==> src/rtl/arg_entry_ctrl_pkg.sv <==
// Shared types and default sizing for the ALU virtual board input side.
// Optional feature macro used by arg_entry_ctrl: ARG_AUTO_ADVANCE_EN.
package alu_board_pkg;

  localparam int OPERAND_DESIGN_DEF  = 3;
  localparam int RESULT_DESIGN_DEF   = 7;
  localparam int DEBOUNCE_CYCLES_DEF = 500000;

  // Bit 1 selects the operand (A/B), bit 0 selects the nibble (lo/hi).
  localparam logic [1:0] POS_A_LO = 2'b00;
  localparam logic [1:0] POS_A_HI = 2'b01;
  localparam logic [1:0] POS_B_LO = 2'b10;
  localparam logic [1:0] POS_B_HI = 2'b11;

  typedef enum logic [1:0] {
    A_LO = POS_A_LO,
    A_HI = POS_A_HI,
    B_LO = POS_B_LO,
    B_HI = POS_B_HI
  } entry_pos_t;

  function automatic entry_pos_t next_slot(input entry_pos_t pos);
    entry_pos_t nxt;
    case (pos)
      A_LO:    nxt = A_HI;
      A_HI:    nxt = B_LO;
      B_LO:    nxt = B_HI;
      B_HI:    nxt = A_LO;
      default: nxt = A_LO;
    endcase
    return nxt;
  endfunction

endpackage

==> src/rtl/arg_entry_ctrl_if.sv <==
// Key/switch inputs and display/operand outputs of the argument entry controller.
// The master side is the board (keys, switches, consumers); the slave side is the controller.
interface arg_entry_ctrl_if
  import alu_board_pkg::*;
#(
  parameter int OPERAND_DESIGN = OPERAND_DESIGN_DEF,
  parameter int RESULT_DESIGN  = RESULT_DESIGN_DEF
);

  logic [OPERAND_DESIGN:0] sw_arg;
  logic                    key_select_n;
  logic                    key_lohi_n;
  logic                    key_load_n;
  logic [OPERAND_DESIGN:0] arg;
  logic                    select_args;
  logic                    lo_hi_arg;
  logic                    load_args;
  logic [RESULT_DESIGN:0]  operand_a;
  logic [RESULT_DESIGN:0]  operand_b;

  modport master (
    output sw_arg, key_select_n, key_lohi_n, key_load_n,
    input  arg, select_args, lo_hi_arg, load_args, operand_a, operand_b
  );

  modport slave (
    input  sw_arg, key_select_n, key_lohi_n, key_load_n,
    output arg, select_args, lo_hi_arg, load_args, operand_a, operand_b
  );

endinterface

==> src/rtl/arg_entry_ctrl_key_debounce.sv <==
// One push key: two-flop synchronizer, stability counter and registered press event.
// The press pulse is high for one cycle per accepted 0->1 debounced transition.
module key_debounce
  import alu_board_pkg::*;
#(
  parameter int DEBOUNCE_CYCLES = DEBOUNCE_CYCLES_DEF
) (
  input  logic clk,
  input  logic rst,
  input  logic key_n,
  output logic press
);

  localparam int             CNT_W    = $clog2(DEBOUNCE_CYCLES);
  localparam logic [CNT_W-1:0] CNT_LAST = CNT_W'(DEBOUNCE_CYCLES - 1);

  logic             sync1_r;
  logic             sync2_r;
  logic             deb_r;
  logic             deb_d_r;
  logic             press_r;
  logic [CNT_W-1:0] cnt_r;

  // Bring the raw key into the clock domain, inverted so 1 means pressed.
  always_ff @(posedge clk or posedge rst) begin
    if (rst) begin
      sync1_r <= 1'b0;
      sync2_r <= 1'b0;
    end else begin
      sync1_r <= ~key_n;
      sync2_r <= sync1_r;
    end
  end

  // Accept a new level only after it has differed for DEBOUNCE_CYCLES cycles.
  always_ff @(posedge clk or posedge rst) begin
    if (rst) begin
      cnt_r <= '0;
      deb_r <= 1'b0;
    end else if (sync2_r == deb_r) begin
      cnt_r <= '0;
      deb_r <= deb_r;
    end else if (cnt_r == CNT_LAST) begin
      cnt_r <= '0;
      deb_r <= sync2_r;
    end else begin
      cnt_r <= cnt_r + CNT_W'(1);
      deb_r <= deb_r;
    end
  end

  // Rising edge of the debounced level becomes a single-cycle press event.
  always_ff @(posedge clk or posedge rst) begin
    if (rst) begin
      deb_d_r <= 1'b0;
      press_r <= 1'b0;
    end else begin
      deb_d_r <= deb_r;
      press_r <= deb_r & ~deb_d_r;
    end
  end

  assign press = press_r;

endmodule

==> src/rtl/arg_entry_ctrl.sv <==
// Argument entry controller: debounced keys step a nibble position and load switch values.
// ARG_AUTO_ADVANCE_EN: advance the position after each load and drop toggles coinciding with a load.
module arg_entry_ctrl
  import alu_board_pkg::*;
#(
  parameter int OPERAND_DESIGN  = OPERAND_DESIGN_DEF,
  parameter int RESULT_DESIGN   = RESULT_DESIGN_DEF,
  parameter int DEBOUNCE_CYCLES = DEBOUNCE_CYCLES_DEF
) (
  input logic            clk,
  input logic            rst,
  arg_entry_ctrl_if.slave bus
);

  localparam int NIB_W = OPERAND_DESIGN + 1;

  logic [OPERAND_DESIGN:0] sw_meta_r;
  logic [OPERAND_DESIGN:0] arg_r;
  logic                    sel_ev_s;
  logic                    lohi_ev_s;
  logic                    load_ev_s;
  entry_pos_t              pos_r;
  entry_pos_t              pos_nxt_s;
  logic [RESULT_DESIGN:0]  op_a_r;
  logic [RESULT_DESIGN:0]  op_b_r;
  logic [RESULT_DESIGN:0]  op_a_nxt_s;
  logic [RESULT_DESIGN:0]  op_b_nxt_s;
  logic                    load_args_r;

  key_debounce #(.DEBOUNCE_CYCLES(DEBOUNCE_CYCLES)) u_key_select (
    .clk   (clk),
    .rst   (rst),
    .key_n (bus.key_select_n),
    .press (sel_ev_s)
  );

  key_debounce #(.DEBOUNCE_CYCLES(DEBOUNCE_CYCLES)) u_key_lohi (
    .clk   (clk),
    .rst   (rst),
    .key_n (bus.key_lohi_n),
    .press (lohi_ev_s)
  );

  key_debounce #(.DEBOUNCE_CYCLES(DEBOUNCE_CYCLES)) u_key_load (
    .clk   (clk),
    .rst   (rst),
    .key_n (bus.key_load_n),
    .press (load_ev_s)
  );

  // Two-flop synchronizer for the argument switches; the second flop is the visible arg.
  always_ff @(posedge clk or posedge rst) begin
    if (rst) begin
      sw_meta_r <= '0;
      arg_r     <= '0;
    end else begin
      sw_meta_r <= bus.sw_arg;
      arg_r     <= sw_meta_r;
    end
  end

  // Next entry position; select flips the operand bit, lo/hi flips the nibble bit.
  always_comb begin
    pos_nxt_s = pos_r;
`ifdef ARG_AUTO_ADVANCE_EN
    if (load_ev_s) begin
      pos_nxt_s = next_slot(pos_r);
    end else begin
      pos_nxt_s = entry_pos_t'({pos_r[1] ^ sel_ev_s, pos_r[0] ^ lohi_ev_s});
    end
`else
    pos_nxt_s = entry_pos_t'({pos_r[1] ^ sel_ev_s, pos_r[0] ^ lohi_ev_s});
`endif
  end

  // Load writes at the position held before this edge's toggles take effect.
  always_comb begin
    op_a_nxt_s = op_a_r;
    op_b_nxt_s = op_b_r;
    if (load_ev_s) begin
      case (pos_r)
        A_LO:    op_a_nxt_s[OPERAND_DESIGN:0]      = arg_r;
        A_HI:    op_a_nxt_s[RESULT_DESIGN:NIB_W]   = arg_r;
        B_LO:    op_b_nxt_s[OPERAND_DESIGN:0]      = arg_r;
        B_HI:    op_b_nxt_s[RESULT_DESIGN:NIB_W]   = arg_r;
        default: begin
          op_a_nxt_s = op_a_r;
          op_b_nxt_s = op_b_r;
        end
      endcase
    end else begin
      op_a_nxt_s = op_a_r;
      op_b_nxt_s = op_b_r;
    end
  end

  // Position, operand and load-strobe registers share one edge so load_args marks new data.
  always_ff @(posedge clk or posedge rst) begin
    if (rst) begin
      pos_r       <= A_LO;
      op_a_r      <= '0;
      op_b_r      <= '0;
      load_args_r <= 1'b0;
    end else begin
      pos_r       <= pos_nxt_s;
      op_a_r      <= op_a_nxt_s;
      op_b_r      <= op_b_nxt_s;
      load_args_r <= load_ev_s;
    end
  end

  assign bus.arg         = arg_r;
  assign bus.select_args = pos_r[1];
  assign bus.lo_hi_arg   = pos_r[0];
  assign bus.load_args   = load_args_r;
  assign bus.operand_a   = op_a_r;
  assign bus.operand_b   = op_b_r;

endmodule

==> src/flat_wrapper.sv <==
// flat-port wrapper written by rule: the top's interface ports become plain ports
module arg_entry_ctrl_flat import alu_board_pkg::*;
#(
  parameter int OPERAND_DESIGN  = OPERAND_DESIGN_DEF,
  parameter int RESULT_DESIGN   = RESULT_DESIGN_DEF,
  parameter int DEBOUNCE_CYCLES = DEBOUNCE_CYCLES_DEF
)
  (clk, rst, bus_sw_arg, bus_key_select_n, bus_key_lohi_n, bus_key_load_n, bus_arg, bus_select_args, bus_lo_hi_arg, bus_load_args, bus_operand_a, bus_operand_b);
  arg_entry_ctrl_if #(.OPERAND_DESIGN(OPERAND_DESIGN), .RESULT_DESIGN(RESULT_DESIGN)) bus_i ();
  input logic clk;
  input logic rst;
  input wire logic [$bits(bus_i.sw_arg)-1:0] bus_sw_arg;
  input wire logic [$bits(bus_i.key_select_n)-1:0] bus_key_select_n;
  input wire logic [$bits(bus_i.key_lohi_n)-1:0] bus_key_lohi_n;
  input wire logic [$bits(bus_i.key_load_n)-1:0] bus_key_load_n;
  output wire logic [$bits(bus_i.arg)-1:0] bus_arg;
  output wire logic [$bits(bus_i.select_args)-1:0] bus_select_args;
  output wire logic [$bits(bus_i.lo_hi_arg)-1:0] bus_lo_hi_arg;
  output wire logic [$bits(bus_i.load_args)-1:0] bus_load_args;
  output wire logic [$bits(bus_i.operand_a)-1:0] bus_operand_a;
  output wire logic [$bits(bus_i.operand_b)-1:0] bus_operand_b;
  assign bus_i.sw_arg = bus_sw_arg;
  assign bus_i.key_select_n = bus_key_select_n;
  assign bus_i.key_lohi_n = bus_key_lohi_n;
  assign bus_i.key_load_n = bus_key_load_n;
  assign bus_arg = bus_i.arg;
  assign bus_select_args = bus_i.select_args;
  assign bus_lo_hi_arg = bus_i.lo_hi_arg;
  assign bus_load_args = bus_i.load_args;
  assign bus_operand_a = bus_i.operand_a;
  assign bus_operand_b = bus_i.operand_b;
  arg_entry_ctrl #(.OPERAND_DESIGN(OPERAND_DESIGN), .RESULT_DESIGN(RESULT_DESIGN), .DEBOUNCE_CYCLES(DEBOUNCE_CYCLES)) u_core (.clk(clk), .rst(rst), .bus(bus_i));
endmodule
==> config.mk <==
export PLATFORM = sky130hd
export DESIGN_NAME = arg_entry_ctrl_flat
export DESIGN_NICKNAME = d
export VERILOG_FILES = /design/src/rtl/arg_entry_ctrl_pkg.sv /design/src/rtl/arg_entry_ctrl_if.sv /design/src/rtl/arg_entry_ctrl_key_debounce.sv /design/src/rtl/arg_entry_ctrl.sv /design/src/flat_wrapper.sv
export SDC_FILE = /design/constraint.sdc
export NUM_CORES = 1
export LEC_CHECK = 0
export CORE_MARGIN = 2
export CORE_UTILIZATION = 30
export DETAILED_ROUTE_END_ITERATION = 10
export PLACE_DENSITY_LB_ADDON = 0.1
export SLEW_MARGIN = 20
export SYNTH_ARGS = -nofsm -noshare
export SYNTH_HDL_FRONTEND = slang
export SYNTH_SLANG_ARGS = --single-unit
==> constraint.sdc <==
create_clock -name clk -period 6.17 [get_ports clk]
set_input_delay 1.234 -clock clk [delete_from_list [all_inputs] [get_ports clk]]
set_output_delay 1.234 -clock clk [all_outputs]
set_load 0.1 [all_outputs]
Word-level counts from Yosys, hierarchy flattened
Cells that the tools add are included.
{"block": "totals", "ff_bits": 99, "in_bits": 9, "out_inout_bits": 23, "word_cells": 66}
{"block": "classes", "addsub": 3, "eq_ne": 9, "muxes": 6, "bitwise_logic": 14, "reduce_logical": 8}
{"operator": "$mux W19", "count": 6}
{"operator": "$add A19 B1 Y19 const B", "count": 3}
{"operator": "$eq A19 B19 Y1 const B", "count": 3}
{"operator": "$reduce_and A2 Y1", "count": 7}
{"operator": "$not A1 Y1", "count": 9}
{"operator": "$eq A2 B2 Y1 const B", "count": 2}
{"operator": "$and A1 B1 Y1", "count": 3}
{"operator": "$eq A1 B1 Y1", "count": 3}
{"operator": "$eq A2 B1 Y1 const B", "count": 1}
{"operator": "$logic_not A2 Y1", "count": 1}
{"operator": "$xor A1 B1 Y1", "count": 2}

Longest topological paths before layout
Gate-level depths: netlist (run 1).
{"block": "depth", "word_depth": 3, "ltp_mapped": 7, "depth_no_buf": 5}

Cells and area by module
Synthesis (run 1) repeated with hierarchy kept, for this count alone.
{"block": "hier_totals", "cells_unflattened": 374, "area_unflattened_um2": 4290.4}
{"module": "key_debounce", "n_inst": 3, "cells_per_inst": 108, "area_per_inst_um2": 1124.8, "seq_area_each_um2": 600.6}
{"module": "arg_entry_ctrl", "n_inst": 1, "cells_per_inst": 50, "area_per_inst_um2": 915.9, "seq_area_each_um2": 675.6}

Worst setup path after synthesis (run 1)
Ideal clock, no wire load.
{"block": "synth_timing", "kind": "reg2out", "startpoint": "register u_core.pos_r[1]", "endpoint": "output port bus_select_args", "t_arrival_ns": 0.963, "required_time_ns": 4.936, "slack_ns": 3.973, "path_stages_with_launch": 1, "n_path_buf": 0, "path_cell_list": "dfrtp_1"}
{"element": "from (decl)", "line_no": "arg_entry_ctrl.sv:22", "source": "entry_pos_t pos_r;"}
{"element": "from (signal assigned)", "line_no": "arg_entry_ctrl.sv:105", "source": "pos_r <= pos_nxt_s;"}
{"element": "to (decl)", "line_no": "flat_wrapper.sv:17", "source": "output wire logic [$bits(bus_i.select_args)-1:0] bus_select_args;"}
No word-level cell between the ends.

Final worst setup path (run 1)
{"block": "layout_timing", "startpoint": "register u_core.pos_r[1]", "endpoint": "output port bus_select_args"}
No word-level cell between the ends.

==> results of run 1 <==
## cell usage after synthesis
cell type	n
nor4bb_1	1
ha_1	3
or4_1	9
clkbuf_2	1
xor2_1	18
o21ai_1	1
or3_1	10
nand2_1	19
o21ai_4	1
o21ai_2	1
xnor2_1	22
buf_2	1
clkbuf_1	6
nor2b_1	4
nand4_1	15
nor4b_1	1
nand3_1	15
and3_1	4
or4_4	1
nand4bb_1	1
o31ai_1	7
or4b_1	1
nand4_2	2
nor2_1	46
o21ai_0	9
mux2_2	19
and3_2	1
or2_2	1
or3_2	2
nor3_1	7
and2_1	4
a21oi_1	16
nand3b_1	3
dfrtp_1	99
nor3b_1	1
inv_1	13
buf_6	1
and4_1	4
nor4_1	5
## routing by layer
metal / up-vias / GRT usage
li1: 1379 / -
met1: 1388 / 0.145
met2: 46 / 0.183
met3: 7 / 0.0446
met4: 0 / 0.0366
met5: - / 0
## registers in the layout, indices dropped and copies added (netlist names), 2 cells and up
register	flops
u_core.u_key_select.cnt_r	19
u_core.u_key_load.cnt_r	19
u_core.bus.arg	4
u_core.u_key_lohi.cnt_r	19
u_core.bus.operand_a	8
u_core.pos_r	2
u_core.bus.operand_b	8
u_core.sw_meta_r	4
## worst paths after layout
kind / startpoint / end / slack (ns)
worst max-delay path: u_core.pos_r[1]$_DFF_PP0_ / bus_select_args / 2.98
worst min-delay path: u_core.u_key_load.sync1_r$_DFF_PP0_ / u_core.u_key_load.sync2_r$_DFF_PP0_ / 0.35
worst max register to register: u_core.u_key_lohi.cnt_r[11]$_DFF_PP0_ / u_core.u_key_lohi.cnt_r[13]$_DFF_PP0_ / 3.99
worst min register to register: u_core.u_key_load.sync1_r$_DFF_PP0_ / u_core.u_key_load.sync2_r$_DFF_PP0_ / 0.35
max in group asynchronous: rst / u_core.u_key_lohi.cnt_r[13]$_DFF_PP0_ / 3.79
min in group asynchronous: rst / u_core.u_key_load.sync2_r$_DFF_PP0_ / 1.33
## cells in the final DEF, fill, tap and decap left out, types with 5 or more instances in the layout
master            n
mux2_2           19
clkbuf_16         9
or4_1             9
xor2_1           18
nor2_1           46
or3_1            10
nand4_1          15
inv_1            12
xnor2_1          22
o31ai_1           7
o21ai_0           9
nand2_1          19
nor3_1            7
nor4_1            5
dfrtp_1          99
a21oi_1          16
clkdlybuf4s50_1  31
nand3_1          15
## area by class of cell
class,count,area [sq um]
Clock buffer,12,246
Clock inverter,2,37.5
Fill cell,1350,8800
Inverter,13,51.3
Multi-Input combinational cell,254,1660
Sequential cell,99,2480
Tap cell,180,225
Timing Repair Buffer,33,325
## logic make-up (layout without fill, tap and decap cells)
group,after synthesis,in the layout,synth area share
multiplexers,19,19,0.0505
buffers and inverters,22,60,0.0219
AND/OR/NAND/NOR,157,157,0.202
adder cells (fa/ha/maj),3,3,0.00887
flip-flops,99,99,0.585
AO/OA/AOI/OAI,35,35,0.0491
XOR/XNOR,40,40,0.0827
## report_power, final
group | switching (mW) | leakage, nW | internal (mW) | total, mW
clock network | 0.230 | 0.135 | 0.321 | 0.551
logic | 0.0348 | 0.643 | 0.0134 | 0.0482
registers | 0.00863 | 1.34 | 0.658 | 0.667
total | 0.273 | 2.12 | 0.993 | 1.27
==> reports/metrics.cfg, run 1 <==
[yosys]
seq_area_frac_synth=0.585
synth_area_per_cell_sq_um=11.3
synth_seq_cells=99
count_of_different_cell_masters_after_synthesis=39
synthesis.instances=375
synth_top_cell_by_area=dfrtp_1
synth_area_leaders=dfrtp_1 (59%), mux2_2 (5.1%), xnor2_1 (4.6%)
ys_warn_count=0
synth_top_area_share=0.585
mappedNetlistNets=387
synth.cell_area_sq_um=4230

[worst_setup_path]
crit_path_cell_trace=clkdlybuf4s50_1
timing_worst_setup_path_type=flop to primary output
cp_slowest_cell=clkdlybuf4s50_1
rr_worst_depth=4
path_delay_family=buffers and inverters
startpoint_type=flop
end_kind=primary output
critPathMaxFanout=6
cp_data_arrival_time_ns=1.96
number_of_buffers_and_inverters_on_the_critical_path=1
crit_cells=1
cp_data_required_time_ns=4.94
critical-path-max-stage-delay_ns=1.18

[detailed_routing]
top_layer_used=met4
drt-initial-drc-count=132
routed_wl_mm=7.82
remaining_drc_errors=0
postRouteAntennaNets=0
route.met3.wl_um=383
wirelength_met1_mm=3.68
route.vias.total=2820
route.detailed.wl_per_inst_um=13.2
detailedRoute.firstPassIterationCount=6
route.met2.wl_mm=3.66
post_drt_via_cell_ratio=4.76

[clock_network]
cts-htree-levels=3
postCtsResizedCells=0
cts_tree=done
cts_inserted_buffers=9
clock_sink_count=99
cts.repair_timing.setup_buffer_count=0
cts.path.max_buffers=2
postCtsHoldBufs=0
clk_pin_slew_ns=0.07
clockRootBuffer=clkbuf_16
worstSkewPairLatency_ns=0.34

[power_and_ir_drop]
design_power_total_mw=1.27
max-vdd-ir-drop_mv=0.134
p_leak_nw=2.12
power.density_nw_per_um2=252

[sta]
setup-tns-final_ns=0
setup-violations-final=0
finalMaxSlewViolations=0
finalCritPeriodShare=0.517
holdWs_ns=0.345
report.final.hold_viol_count=0
skew_ns=0.00709
max_slew_margin=0.347
rsz0062_at_grt=no
setup_ws_ns=2.98
finalCriticalPeriod_ns=3.19
worst_margin_slew_ns=0.976
max_freq_ghz=0.313

[place]
post-place-cells=579
place_congestion=0.750
post-place-ws_ns=3.31
buffer_ports.inserted=31
standard_cell_area_after_detailed_placement_sq_um=4740
hpwlAfterDp_mm=5.18

[grt]
pin_count_of_the_biggest_net_entering_global_routing=55
wire_length_of_the_first_global_routing_pass_mm=13.6
antenna_found_initial=0
first_global_vias=2794
grt_overflow=0
global_routing_usage_summed_across_all_routing_layers=0.115

[die]
row_count=43
ios=32
die_w_um=123
core_sq_um=13800
floorplan.initialDensity=0.306
die_h_um=123
dieArea_sq_um=15100

[outcome]
outcome=completed

[cells_and_area]
num_antenna_cells=0
fin_nets=422
fin_cells=593
drive_gt1_frac=0.104
area_growth_from_synthesis_to_final_layout_pct=18.7
final_cell_area_sq_um=5030
postLayoutCoreUtil=0.364

[run]
drv_cap=0

[min_path]
worst_hold_path_type=flop to flop
number_of_cells_traversed_by_the_worst_hold_path=0

No activity file was read; power rests on OpenSTA's default activity.
==> run 2, diff against run 1 <==
==> constraint.sdc (replaced) <==
create_clock -name clk -period 3.3 [get_ports clk]
set_input_delay 0.66 -clock clk [delete_from_list [all_inputs] [get_ports clk]]
set_output_delay 0.66 -clock clk [all_outputs]
set_load 0.1 [all_outputs]
==> run 2 against run 1 <==
Compared with the run above:
- clock skew is 0.0013 ns higher
- core utilization about the same
- die area did not move
- first-iteration DRC count increased by 47%
- routed wire length up 1.2%
- critical path type is now flop to flop
- critical path depth rose by 3
- worst setup slack worse by 1.8 ns
- cell area barely moved
- global-route usage is 0.18 points higher
- combinational power increased by 89%
- clock-buffer cell count shrank 1
- register-to-register slack worse by 2.8 ns
==> reports/metrics.cfg, run 2 (synthesis gave the netlist of run 1 again) <==
[grt]
antenna_found_initial=0
global_routing_usage_summed_across_all_routing_layers=0.117
grt_util_met3=0.0256
pin_count_of_the_biggest_net_entering_global_routing=63
use_met2=0.183
first_global_vias=2805
globalRouteMet1Util=0.154
grt_overflow=0
top_usage_layer=met2
wire_length_of_the_first_global_routing_pass_mm=13.8

[power_and_ir_drop]
power.switching_fraction=0.217
design_power_total_mw=2.48
max-vdd-ir-drop_mv=0.275
p_leak_nw=2.19
power.density_nw_per_um2=494
power_report.internal_total_mw=1.95
share_clk_of_total_power=0.462
power_frac_seq=0.502
power.switching_mw=0.539
power_frac_comb=0.037

[cells_and_area]
num_antenna_cells=0
layout_commonest_cell=dfrtp_1
final_cell_mix=dfrtp_1 (99), nor2_1 (46), buf_4 (24), xnor2_1 (22)
largest_registers=u_core.u_key_load.cnt_r (19), u_core.u_key_lohi.cnt_r (19), u_core.u_key_select.cnt_r (19)
area_growth_from_synthesis_to_final_layout_pct=18.7
final_cell_area_sq_um=5030
drive_gt1_frac=0.166
fin_nets=422

[clock_network]
postCtsHoldBufs=0
cts_inserted_buffers=9
cts.repair_timing.setup_buffer_count=0
cts_tree=done
clockRootBuffer=clkbuf_16
cts-htree-levels=3
clock_sink_count=99
worstSkewPairLatency_ns=0.34
clk_pin_slew_ns=0.07
postCtsResizedCells=0
cts.path.max_buffers=2

[worst_setup_path]
cp_data_arrival_time_ns=2.35
cp_data_required_time_ns=3.51
end_kind=flop
timing_worst_setup_path_type=flop to flop
startpoint_type=flop
regToRegSetupSlack_ns=1.16
worst_setup_path_startpoint=u_core.u_key_lohi.cnt_r[14]$_DFF_PP0_
critPathMaxFanout=18
crit-reg2reg-launch=u_core.u_key_lohi.cnt_r[14]$_DFF_PP0_

[sta]
report.final.hold_viol_count=0
rsz0062_at_grt=no
setup-tns-final_ns=0
holdWs_ns=0.348
finalMaxSlewViolations=0
setup-violations-final=0
max_slew_margin=0.475
worst_margin_slew_ns=0.788
skew_ns=0.00834
finalCriticalPeriod_ns=2.14
finalCritPeriodShare=0.649
max_freq_ghz=0.467

[place]
hpwlAfterDp_mm=5.36
place_congestion=0.759
standard_cell_area_after_detailed_placement_sq_um=4700
buffer_ports.inserted=31

[die]
dieArea_sq_um=15100
ios=32
row_count=43
core_sq_um=13800
floorplan.initialDensity=0.306
die_h_um=123
die_w_um=123

[detailed_routing]
route.vias.total=2808
drt-initial-drc-count=194
postRouteAntennaNets=0
detailedRoute.firstPassIterationCount=4
route.detailed.wl_per_inst_um=13.3
remaining_drc_errors=0
routed_wl_mm=7.91
post_drt_via_cell_ratio=4.72

[min_path]
hp-start=u_core.sw_meta_r[0]$_DFF_PP0_
worst_hold_path_type=flop to flop

[run]
drv_cap=0

[outcome]
outcome=completed

-- run 2: cell types whose count changed in the layout (fill, tap and decap cells not counted), sizes merged --
cell,previous run,this run
clkbuf,12,11
clkdlybuf4s50,31,8
clkinv,0,1
buf,2,25
bufinv,1,2
inv,13,14
-- run 2: path summary, 6_finish.rpt --
kind / endpoint / cells after the start
min in group asynchronous: u_core.u_key_load.sync1_r$_DFF_PP0_ / 2
worst min-delay path: u_core.bus.arg[0]$_DFF_PP0_ / 0
worst max register to register: u_core.u_key_lohi.cnt_r[7]$_DFF_PP0_ / 4
max in group asynchronous: u_core.u_key_lohi.cnt_r[6]$_DFF_PP0_ / 3
worst min register to register: u_core.bus.arg[0]$_DFF_PP0_ / 0
worst max-delay path: u_core.u_key_lohi.cnt_r[7]$_DFF_PP0_ / 4
-- run 2: worst max-delay path: stages, from the launching register on --
cell and delay (ns):
dfrtp_1 0.41, or4_1 0.54, or4_4 0.52, o21ai_4 0.43
nor2_1 0.10
-- run 2: routing by layer --
metal,vias up,wire length [um]
met4,0,177
met2,37,3570
met5,-,0
li1,1384,-
met3,11,262
met1,1376,3900
-- run 2: power groups by stage --
stage               clock network [mW]  registers [mW]  logic (mW)
floorplan                            0            1.28      0.0454
global placement                     0            1.27      0.0946
detailed placement                   0            1.27      0.0951
CTS                               1.19            1.25      0.0955
global route                      1.24            1.25       0.105
finish                            1.15            1.25      0.0913
-- run 2: cell type report --
| class | count | area [sq um] |
|---|---|---|
| Inverter | 13 | 51.3 |
| Fill cell | 1401 | 8800 |
| Multi-Input combinational cell | 254 | 1660 |
| Clock inverter | 5 | 85.1 |
| Clock buffer | 11 | 243 |
| Sequential cell | 99 | 2480 |
| Tap cell | 180 | 225 |
| Timing Repair Buffer | 33 | 280 |
-- run 2: through the flow --
step,instances,setup slack [ns],utilization
finish,595,1.16,0.363
global route,595,0.915,0.363
CTS,595,1.13,0.363
detailed placement,579,1.14,0.340
global placement,579,1.14,0.340
floorplan,375,0.0496,-
==> run 3, diff against run 2 <==
==> constraint.sdc (replaced) <==
create_clock -name clk -period 1.9 [get_ports clk]
set_input_delay 0.38 -clock clk [delete_from_list [all_inputs] [get_ports clk]]
set_output_delay 0.38 -clock clk [all_outputs]
set_load 0.1 [all_outputs]
==> run 3 against run 2 <==
Compared with the run above:
- clock power up 61%
- power rose by 70%
- largest power group unchanged
- non-clock buffer count is 34 higher
- combinational power rose by 120%
- clock-buffer cell count fell by 2
- routed wire length is 6.3% higher
- largest cell class unchanged
- highest routed layer unchanged
- via count increased by 3.2%
- the run now ends with negative setup slack left
- critical path type unchanged
- final cell count increased by 5.7%
- critical path depth did not move
- critical endpoint is now u_core.u_key_lohi.deb_r$_DFFE_PP0P_
==> reports/metrics.cfg, run 3 (synthesis gave the netlist of run 1 again) <==
[worst_setup_path]
timing_worst_setup_path_type=flop to flop
end_kind=flop
number_of_buffers_and_inverters_on_the_critical_path=0
critPathMaxFanout=2
cp_data_required_time_ns=2.13
critical-path-max-stage-delay_ns=0.56
crit_path_cell_trace=or4_1 > or4_4 > nor2_4 > mux2_4
path_delay_family=simple AND/OR/NAND/NOR gates
cp_slowest_cell=or4_4
startpoint_type=flop
cp_data_arrival_time_ns=2.21

[detailed_routing]
route.detailed.wl_per_inst_um=13.4
routed_wl_mm=8.41
remaining_drc_errors=0
route.vias.total=2899
detailedRoute.firstPassIterationCount=4
post_drt_via_cell_ratio=4.61
postRouteAntennaNets=0
drt-initial-drc-count=161

[sta]
max_freq_ghz=0.504
setup-violations-final=18
skew_ns=0.00692
holdWs_ns=0.343
rsz0062_at_grt=yes
setup_ws_ns=-0.0843
max_slew_margin=0.733
finalCriticalPeriod_ns=1.98
finalCritPeriodShare=1.04
finalMaxSlewViolations=0
report.final.hold_viol_count=0
worst_margin_slew_ns=0.400

[die]
row_count=43
die_w_um=123
dieArea_sq_um=15100
ios=32
floorplan.initialDensity=0.306
core_sq_um=13800
die_h_um=123

[power_and_ir_drop]
p_leak_nw=2.39
max-vdd-ir-drop_mv=0.575
power.density_nw_per_um2=781

[cells_and_area]
final_cell_mix=dfrtp_1 (99), buf_4 (48), nor2_1 (45), xnor2_1 (22), nand2_1 (19)
layout_commonest_cell=dfrtp_1
largest_registers=u_core.u_key_load.cnt_r (19), u_core.u_key_lohi.cnt_r (19), u_core.u_key_select.cnt_r (19)
n_fill_cell=1350
area_growth_from_synthesis_to_final_layout_pct=27.5
regArea_sq_um=2480
num_antenna_cells=0
fin_nets=456
total_area_of_multi_input_combinational_cells_sq_um=1680
postLayoutCoreUtil=0.390
final_cell_area_sq_um=5400
drive_gt1_frac=0.238

[grt]
first_global_vias=2942
global_routing_usage_summed_across_all_routing_layers=0.124
grt_overflow=0
pin_count_of_the_biggest_net_entering_global_routing=38
antenna_found_initial=0
wire_length_of_the_first_global_routing_pass_mm=14.5

[clock_network]
worstSkewPairLatency_ns=0.35
cts_inserted_buffers=9
postCtsHoldBufs=0
clockRootBuffer=clkbuf_16
cts.path.max_buffers=2
clock_sink_count=99
cts-htree-levels=3
cts_tree=done
clk_pin_slew_ns=0.07

[run]
drv_cap=0

[place]
post-place-ws_ns=-0.0955
standard_cell_area_after_detailed_placement_sq_um=5090
buffer_ports.inserted=31
hpwlAfterDp_mm=5.86
place_congestion=0.773

[outcome]
outcome=complete, but fails checks
failing_checks=negative setup slack

[min_path]
worst_hold_path_type=flop to flop

-- run 3: changes by cell type in the layout (fill, tap and decap cells not counted), moves of 2 or more --
cell	change
buf_12	+10
buf_4	+24
clkinv_2	+2
inv_6	+2
-- run 3: report_power, final --
group,total [mW],internal [mW],switching [mW],leakage [nW]
Sequential,2.16,2.14,0.0277,1.34
Clock,1.85,1.03,0.823,0.147
Combinational,0.199,0.0765,0.122,0.903
Total,4.22,3.24,0.973,2.39
-- run 3: through the flow --
step                TNS (ns)  cells  power [mW]
global route           -1.69    629        4.42
global placement      -0.551    613        2.41
finish                -0.966    629        4.22
detailed placement    -0.784    613        2.41
floorplan             -0.694    375        2.31
CTS                    -1.10    629        4.31
-- run 3: cell type report --
type | count | area share
clock inverters | 7 | 0.0137
repair buffers | 67 | 0.122
inverters | 13 | 0.00974
clock buffers | 9 | 0.0417
flip-flops and latches | 99 | 0.459
multi-input cells | 254 | 0.312
well taps | 180 | 0.0417
-- run 3: repair_timing --
item / in CTS / in global routing
gates resized for setup: 1 / 1
endpoints found under the setup margin: 18 / 21
endpoints found under the hold margin: 0 / 0
pin swaps: 0 / 0
buffers inserted: 0 / 0
-- run 3: routing by layer --
metal  GRT usage  part of all wire  wire length, um
met5           0                 0                0
met4      0.0474             0.014              120
met3      0.0362             0.036              304
met2       0.185              0.45             3790
met1       0.171              0.50             4200
-- run 3: worst reg2reg max path, stage by stage, from the launching register on --
cell and delay (ns):
dfrtp_1 0.38, or4_1 0.51, or4_4 0.56, nor2_4 0.13, mux2_4 0.29
-- run 3: path summary, 6_finish.rpt --
path / depth (start not counted) / start / slack, ns / end
setup / recovery: 4 / u_core.u_key_lohi.cnt_r[14]$_DFF_PP0_ / -0.08 / u_core.u_key_lohi.deb_r$_DFFE_PP0P_
hold / removal: 0 / u_core.u_key_load.sync1_r$_DFF_PP0_ / 0.34 / u_core.u_key_load.sync2_r$_DFF_PP0_
setup reg to reg: 4 / u_core.u_key_lohi.cnt_r[14]$_DFF_PP0_ / -0.08 / u_core.u_key_lohi.deb_r$_DFFE_PP0P_
hold reg to reg: 0 / u_core.u_key_load.sync1_r$_DFF_PP0_ / 0.34 / u_core.u_key_load.sync2_r$_DFF_PP0_
max in group asynchronous: 3 / rst / 1.02 / u_core.bus.operand_a[6]$_DFFE_PP0P_
min in group asynchronous: 2 / rst / 0.38 / u_core.u_key_select.cnt_r[12]$_DFF_PP0_
